==> config.mk <==
export PLATFORM = sky130hd
export DESIGN_NAME = uart_cmd_ctrl
export DESIGN_NICKNAME = d
export VERILOG_FILES = /design/src/rtl/uart_cmd_ctrl.sv
export SDC_FILE = /design/constraint.sdc
export NUM_CORES = 1
export LEC_CHECK = 0
export ABC_CLOCK_PERIOD_IN_PS = 2160
export CAP_MARGIN = 20
export CORE_AREA = 10 10 116 118
export CTS_CLUSTER_SIZE = 24
export DETAILED_ROUTE_END_ITERATION = 6
export DIE_AREA = 0 0 126 128
export PLACE_DENSITY_LB_ADDON = 0.08
export SLEW_MARGIN = 20
export SYNTH_ARGS = -nofsm -noshare
export SYNTH_HDL_FRONTEND = slang
export SYNTH_SLANG_ARGS = --single-unit
==> constraint.sdc <==
create_clock -name CLK -period 2.16 [get_ports CLK]
set_clock_uncertainty 0.05 [all_clocks]
set_input_delay 0.324 -clock CLK [delete_from_list [all_inputs] [get_ports CLK]]
set_output_delay 0.324 -clock CLK [all_outputs]
set_load 0.03 [all_outputs]
==> src/rtl/uart_cmd_ctrl.sv <==
// UART command sequencer: decodes RX frames into register-file and ALU
// operations and returns read/ALU results through the TX FIFO.
module uart_cmd_ctrl #(
    parameter int DATA_WIDTH = 8,
    parameter int ADDR_WIDTH = 4,
    parameter int TIMEOUT    = 255
) (
    input  logic                    CLK,
    input  logic                    RST,
    input  logic [DATA_WIDTH-1:0]   RX_P_DATA,
    input  logic                    RX_D_VLD,
    input  logic [DATA_WIDTH-1:0]   RF_RD_DATA,
    input  logic                    RF_RD_DATA_VLD,
    input  logic [2*DATA_WIDTH-1:0] ALU_OUT,
    input  logic                    ALU_OUT_VLD,
    input  logic                    FIFO_FULL,
    output logic [ADDR_WIDTH-1:0]   RF_ADDRESS,
    output logic                    RF_WR_EN,
    output logic                    RF_RD_EN,
    output logic [DATA_WIDTH-1:0]   RF_WR_DATA,
    output logic [3:0]              ALU_FUN,
    output logic                    ALU_EN,
    output logic                    CLK_GATE_EN,
    output logic [DATA_WIDTH-1:0]   TX_P_DATA,
    output logic                    TX_D_VLD
);

    localparam int CW = $clog2(TIMEOUT + 1);

    localparam logic [DATA_WIDTH-1:0] OP_WR  = DATA_WIDTH'(8'hAA);
    localparam logic [DATA_WIDTH-1:0] OP_RD  = DATA_WIDTH'(8'hBB);
    localparam logic [DATA_WIDTH-1:0] OP_ALU = DATA_WIDTH'(8'hCC);
    localparam logic [DATA_WIDTH-1:0] OP_FUN = DATA_WIDTH'(8'hDD);

    typedef enum logic [3:0] {
        IDLE, WR_ADDR, WR_DATA, RD_ADDR, RD_WAIT,
        ALU_A, ALU_B, ALU_FUNC, ALU_WAIT, TX_LO, TX_HI
    } state_t;

    state_t                  state;
    logic [ADDR_WIDTH-1:0]   addr_q;
    logic [2*DATA_WIDTH-1:0] result;
    logic                    single;
    logic [CW-1:0]           tmo_cnt;
    logic                    timed_out;

    assign timed_out = (tmo_cnt == CW'(TIMEOUT));

    always_ff @(posedge CLK or negedge RST) begin
        if (!RST) begin
            state       <= IDLE;
            addr_q      <= '0;
            result      <= '0;
            single      <= 1'b0;
            tmo_cnt     <= '0;
            RF_ADDRESS  <= '0;
            RF_WR_EN    <= 1'b0;
            RF_RD_EN    <= 1'b0;
            RF_WR_DATA  <= '0;
            ALU_FUN     <= '0;
            ALU_EN      <= 1'b0;
            CLK_GATE_EN <= 1'b0;
            TX_P_DATA   <= '0;
            TX_D_VLD    <= 1'b0;
        end else begin
            RF_WR_EN <= 1'b0;
            RF_RD_EN <= 1'b0;
            ALU_EN   <= 1'b0;
            TX_D_VLD <= 1'b0;
            case (state)
                IDLE: if (RX_D_VLD) begin
                    case (RX_P_DATA)
                        OP_WR: state <= WR_ADDR;
                        OP_RD: state <= RD_ADDR;
                        OP_ALU: begin
                            state       <= ALU_A;
                            CLK_GATE_EN <= 1'b1;
                        end
                        OP_FUN: begin
                            state       <= ALU_FUNC;
                            CLK_GATE_EN <= 1'b1;
                        end
                        default: state <= IDLE;
                    endcase
                end
                WR_ADDR: if (RX_D_VLD) begin
                    addr_q <= RX_P_DATA[ADDR_WIDTH-1:0];
                    state  <= WR_DATA;
                end
                WR_DATA: if (RX_D_VLD) begin
                    RF_WR_EN   <= 1'b1;
                    RF_ADDRESS <= addr_q;
                    RF_WR_DATA <= RX_P_DATA;
                    state      <= IDLE;
                end
                RD_ADDR: if (RX_D_VLD) begin
                    RF_RD_EN   <= 1'b1;
                    RF_ADDRESS <= RX_P_DATA[ADDR_WIDTH-1:0];
                    tmo_cnt    <= '0;
                    state      <= RD_WAIT;
                end
                RD_WAIT: begin
                    // a valid pulse on the last allowed cycle still wins
                    if (RF_RD_DATA_VLD) begin
                        result <= {{DATA_WIDTH{1'b0}}, RF_RD_DATA};
                        single <= 1'b1;
                        state  <= TX_LO;
                    end else if (timed_out) begin
                        state <= IDLE;
                    end else begin
                        tmo_cnt <= tmo_cnt + CW'(1);
                    end
                end
                ALU_A: if (RX_D_VLD) begin
                    RF_WR_EN   <= 1'b1;
                    RF_ADDRESS <= '0;
                    RF_WR_DATA <= RX_P_DATA;
                    state      <= ALU_B;
                end
                ALU_B: if (RX_D_VLD) begin
                    RF_WR_EN   <= 1'b1;
                    RF_ADDRESS <= ADDR_WIDTH'(1);
                    RF_WR_DATA <= RX_P_DATA;
                    state      <= ALU_FUNC;
                end
                ALU_FUNC: if (RX_D_VLD) begin
                    ALU_FUN <= RX_P_DATA[3:0];
                    ALU_EN  <= 1'b1;
                    tmo_cnt <= '0;
                    state   <= ALU_WAIT;
                end
                ALU_WAIT: begin
                    if (ALU_OUT_VLD) begin
                        result      <= ALU_OUT;
                        single      <= 1'b0;
                        CLK_GATE_EN <= 1'b0;
                        state       <= TX_LO;
                    end else if (timed_out) begin
                        CLK_GATE_EN <= 1'b0;
                        state       <= IDLE;
                    end else begin
                        tmo_cnt <= tmo_cnt + CW'(1);
                    end
                end
                TX_LO: if (!FIFO_FULL) begin
                    TX_D_VLD  <= 1'b1;
                    TX_P_DATA <= result[DATA_WIDTH-1:0];
                    state     <= single ? IDLE : TX_HI;
                end
                TX_HI: if (!FIFO_FULL) begin
                    TX_D_VLD  <= 1'b1;
                    TX_P_DATA <= result[2*DATA_WIDTH-1:DATA_WIDTH];
                    state     <= IDLE;
                end
                default: state <= IDLE;
            endcase
        end
    end

endmodule

Word-level counts from Yosys, hierarchy flattened
Cells that the tools add are included.
{"block": "op_classes", "addsub": 1, "n_eq_ne": 31, "n_mux": 44, "reduce_logical": 19}
{"cell": "$mux W4", "count": 16}
{"cell": "$mux W8", "count": 6}
{"cell": "$pmux W4 S11", "count": 1}
{"cell": "$eq A8 B8 Y1 const B", "count": 5}
{"cell": "$mux W16", "count": 2}
{"cell": "$pmux W16 S2", "count": 1}
{"cell": "$ne A2 B2 Y1 const B", "count": 14}
{"cell": "$pmux W8 S3", "count": 1}
{"cell": "$eq A4 B3 Y1 const B", "count": 4}
{"cell": "$pmux W4 S4", "count": 1}
{"cell": "$pmux W8 S2", "count": 1}
{"cell": "$eq A4 B4 Y1 const B", "count": 3}
{"cell": "$mux W1", "count": 12}
{"cell": "$pmux W3 S4", "count": 1}
{"cell": "$reduce_and A9 Y1", "count": 1}
{"cell": "$add A8 B1 Y8 const B", "count": 1}
{"cell": "$eq A4 B2 Y1 const B", "count": 2}
{"cell": "$reduce_and A4 Y1", "count": 2}
{"cell": "$reduce_and A2 Y1", "count": 3}
{"cell": "$reduce_and A3 Y1", "count": 2}
{"cell": "$reduce_bool A2 Y1", "count": 3}
{"cell": "$reduce_or A2 Y1", "count": 3}
{"cell": "$reduce_and A5 Y1", "count": 1}
{"cell": "$eq A4 B1 Y1 const B", "count": 1}
{"cell": "7 further kinds", "count": 8}
{"block": "word_totals", "regBits": 62, "in_bits": 38, "output_inout_bits": 29, "elab_cells": 109}

Longest topological paths before layout
{"block": "depth", "word_depth": 5, "mapped_depth": 7, "mapped_depth_nobuf": 5}

Least setup slack after synthesis
Ideal clock, no wire load.
{"block": "synth_path", "path_kind": "register to register", "startpoint": "reg state[2]", "endpoint": "reg RF_ADDRESS[1]", "setup_time_ns": 0.125, "t_arrival_ns": 1.577, "t_required_ns": 1.985, "setup_slack_ns": 0.409, "stages_incl_launch_ff": 6, "n_path_buf": 2, "period_less_slack_ns": 1.751, "path_cell_list": "dfrtp_1 > buf_4 > clkbuf_1 > nor3_1 > a21o_1 > mux2_2"}
{"block": "synth_via", "elab_chain_len": 3, "elab_cells_between_ends": 11, "cone_classes": "eq/ne (8); mux (1); reduce/logical (2)"}
{"element": "start, declared", "line": "40", "source": "state_t state;"}
{"element": "start signal, assigned", "line": "148", "source": "state <= single ? IDLE : TX_HI;"}
{"element": "$eq A4 B3 Y1 / $eq A4 B2 Y1 (equally long branches)", "line": "70", "source": "case (state)"}
{"element": "$reduce_bool A4 Y1 (no source line) / $ne A2 B2 Y1 (equally long branches)"}
{"element": "$reduce_and A5 Y1 (no source line)"}
{"element": "end signal, assigned", "line": "92", "source": "RF_ADDRESS <= addr_q;"}
{"element": "end signal, assigned", "line": "98", "source": "RF_ADDRESS <= RX_P_DATA[ADDR_WIDTH-1:0];"}
{"element": "end, declared", "line": "17", "source": "output logic [ADDR_WIDTH-1:0] RF_ADDRESS,"}
Several ways; a longest one is shown, not always the timed one.
A chain may end at the register's enable or synchronous reset.

Worst setup path after layout
{"block": "layout_path", "startpoint": "reg state[0]", "endpoint": "reg tmo_cnt[4]"}
{"block": "layout_via", "elab_chain_len": 4, "elab_cells_between_ends": 11, "cone_classes": "eq/ne (7); mux (1); reduce/logical (3)"}
{"element": "$eq A4 B3 Y1 / $eq A4 B2 Y1 (equally long branches)", "line": "70"}
{"element": "$reduce_or A2 Y1 (no source line)"}
{"element": "$ne A2 B1 Y1 (no source line) / $reduce_bool A3 Y1 (equally long branches)"}
{"element": "$reduce_and A4 Y1 (no source line)"}
{"element": "end signal, assigned", "line": "111", "source": "tmo_cnt <= tmo_cnt + CW'(1);"}
{"element": "end signal, assigned", "line": "142", "source": "tmo_cnt <= tmo_cnt + CW'(1);"}
{"element": "end, declared", "line": "44", "source": "logic [CW-1:0] tmo_cnt;"}
Several ways; a longest one is shown, not always the timed one.

==> reports/results.ini <==
[global_route]
first_global_vias=2592
grt_max_degree=26
grt_usage_pct=10.8
antenna_found_initial=0
grt_pass1_wl_mm=14.0
grt_overflow_total=0

[synth]
async_reset_ff_share_pct=100
syn_area_per_cell_um2=10.9
yosys_warnings=0
synth-edff-count=0
synthFlopType=dfrtp_1
synthCells=293
syn_nets=332
synthesis.area_um2=3190
synth_seq_cells=62
yosysSeqAreaShare_pct=48.6
yosys.cell_types.count=53

[timing]
max_freq_ghz=0.512
grt_setup_unrepaired=no
setup_viol=0
hold_viol=0
tns_ns=0
min_period_ns=1.95
fin_crit_sh_pct=90.4
slew_headroom_pct=61.8
finalMaxSlewViolations=0
worst_pin_slew_ns=0.573

[placement]
gp_congestion=0.725
port_buffers=66
dpl.hpwl_mm=6.23

[worst_setup_path]
slowest_stage=dfrtp_1
cpLargestDelayFamily=compound AO/OA/AOI/OAI gates
slowest_delay_ns=0.56
worstPathCellList=nor2_2, o221ai_4, a2111oi_2, mux2i_1
path_buf_inv=0
crit_path_max_fanout=15
crit_type=flip-flop to flip-flop
critPathRequiredTime_ns=2.36
crit_path_start_kind=flip-flop
endpoint_kind=flip-flop
cp.depth=4
cp.arrival_ns=2.15
rr_worst_depth=4

[floorplanning]
die_w_um=126
core_area_um2=11200
fp.dieH_um=128
start_util_pct=28.4
io-pin-count=67
row_count=39
dieArea_um2=16100

[finish]
fill_cells=1137
area_delta_synth_final_pct=39.0
diodes=0
layout.nets=417
drive_gt1_share_pct=20.9
final_core_util_pct=39.5

[cts]
cts_sinks=62
cts_buffer_depth=2
cts-resized-gates=0
cts_setup_buffers=0
htree_levels=3
path_clk_slew_ns=0.05
clk_latency_ns=0.33
root_buffer=clkbuf_16
tritoncts=yes
cts_inserted_buffers=9

[pwr]
comb_power_share_pct=45.1
peakVddDrop_uv=487
pwr-share-seq_pct=32.0
p_leak_uw=0.00187
p_int_uw=3920
sw_frac_of_total_pct=37.7
p_per_area_nw_per_um2=1420
p_switching_uw=2370
pwr-share-clk_pct=23.0

[drt]
avgViaCountPerCell=4.71
wl_per_cell_um=16.0
routed_wl_mm=8.39
drt_first_pass_iters=4
drc=0
drt_iter0_drc=160
dr_total_vias=2474
final_antenna_net_count=0

[run_status]
status=finished clean

[worst_hold_path]
hold_depth=2
hold_class=flip-flop to flip-flop

[flow_run]
drv_cap=0

## registers in the layout, indices dropped and copies added (netlist names)
name,flops
result,16
RF_WR_DATA,8
TX_P_DATA,8
tmo_cnt,8
ALU_FUN,4
RF_ADDRESS,4
addr_q,4
state,4
ALU_EN,1
CLK_GATE_EN,1
RF_RD_EN,1
RF_WR_EN,1
TX_D_VLD,1
single,1
## metrics by stage
step	instances	worst slack (ns)	hold WS [ns]	instance area, µm²	total power (µW)
final	525	0.208	0.412	4440	6290
after global routing	525	0.0637	0.445	4440	6770
after CTS	525	0.177	0.418	4440	6390
after detailed placement	509	0.0336	0.312	4130	4910
after global placement	509	0.0841	0.309	4130	4900
after floorplan	293	0.409	-0.0216	3190	3860
## synth_stat cells (2+ instances only)
cell	instances	area share [%]
xor2_1	2	0.55
xnor2_1	2	0.55
o21ai_1	3	0.47
o2bb2ai_1	2	0.55
buf_2	10	1.6
dfrtp_1	62	49
nor2_1	15	1.8
nand2b_1	7	1.4
clkbuf_1	4	0.47
a211oi_1	2	0.47
inv_1	3	0.35
nand3b_1	4	0.94
a21oi_1	10	1.6
and3b_1	3	0.82
o21ai_0	14	2.2
nand4_1	2	0.39
mux2i_1	20	6.3
o211ai_1	4	0.94
a31oi_1	2	0.39
nor2_4	2	0.71
a22o_1	5	1.4
nor3_1	2	0.31
o22ai_1	2	0.39
nor2b_1	6	1.2
buf_6	2	0.71
or4bb_1	2	0.71
a2bb2oi_1	2	0.55
nand2_1	39	4.6
a2111oi_2	5	2.4
mux2_2	21	7.4
nand3_1	12	1.9
## per-layer routing
metal / track usage, % / vias up / wire, µm
met5: 0 / - / 0
met1: 14.7 / 1179 / 4260
met3: 4.14 / 13 / 454
li1: - / 1227 / -
met4: 4.02 / 0 / 142
met2: 15.1 / 55 / 3540
## logic make-up (layout without fill, tap and decap cells)
group	Yosys count	in the layout	synth area share, %
compound gates	62	62	15.6
flops	62	62	48.6
buf+inv	20	109	3.33
simple gates	103	103	17.2
fa+ha+maj	1	1	0.392
xor+xnor	4	4	1.10
mux	41	41	13.7
## power by group through the flow
stage / Clock (µW) / Combinational, µW / Sequential (µW)
2_1_floorplan: 0 / 1570 / 2290
3_3_place_gp: 0 / 2870 / 2030
3_5_place_dp: 0 / 2880 / 2030
4_1_cts: 1490 / 2890 / 2020
5_1_grt: 1550 / 3110 / 2100
6_report: 1450 / 2830 / 2010
## area by class of cell
| cell class | instances | area [µm²] | area share (%) |
|---|---|---|---|
| timing repair buffer | 91 | 858 | 19.3 |
| multi-input combinational | 211 | 1540 | 34.6 |
| clock inverter | 3 | 43.8 | 0.987 |
| inverter | 3 | 11.3 | 0.254 |
| tap | 143 | 179 | 4.03 |
| clock buffer | 12 | 256 | 5.78 |
| sequential | 62 | 1550 | 35.0 |
## worst reg2reg max path, stage by stage (launching register included)
cell,delay [ns]
dfrtp_1,0.56
nor2_2,0.34
o221ai_4,0.24
a2111oi_2,0.47
mux2i_1,0.22
## timing repair
item	4_1_cts	5_1_grt
hold endpoints to repair	23	0
hold buffers	1	0
endpoints found under the setup margin	0	0
## placed cells by master, fill, tap and decap left out, types with 3 or more instances in the layout
master and instances:
dfrtp_1 62, nand2b_1 7, clkbuf_16 9, o211ai_1 4
inv_1 3, mux2_2 21, nor2_1 15, a21oi_1 10
a2111oi_2 5, nand3b_1 4, buf_4 23, nor2b_1 6
nand2_1 39, mux2i_1 20, o21ai_0 14, and3b_1 3
a22o_1 5, clkdlybuf4s50_1 65, nand3_1 12
## final timing paths
path | from | end | slack (ns)
worst max-delay path | state[0] | tmo_cnt[4] | 0.21
worst min-delay path | result[12] | result[12] | 0.41
worst max register to register | state[0] | tmo_cnt[4] | 0.21
worst min register to register | result[12] | result[12] | 0.41
max in group asynchronous | RST | tmo_cnt[3] | 0.88
min in group asynchronous | RST | TX_P_DATA[1] | 0.49
No activity file was read; power rests on OpenSTA's default activity.
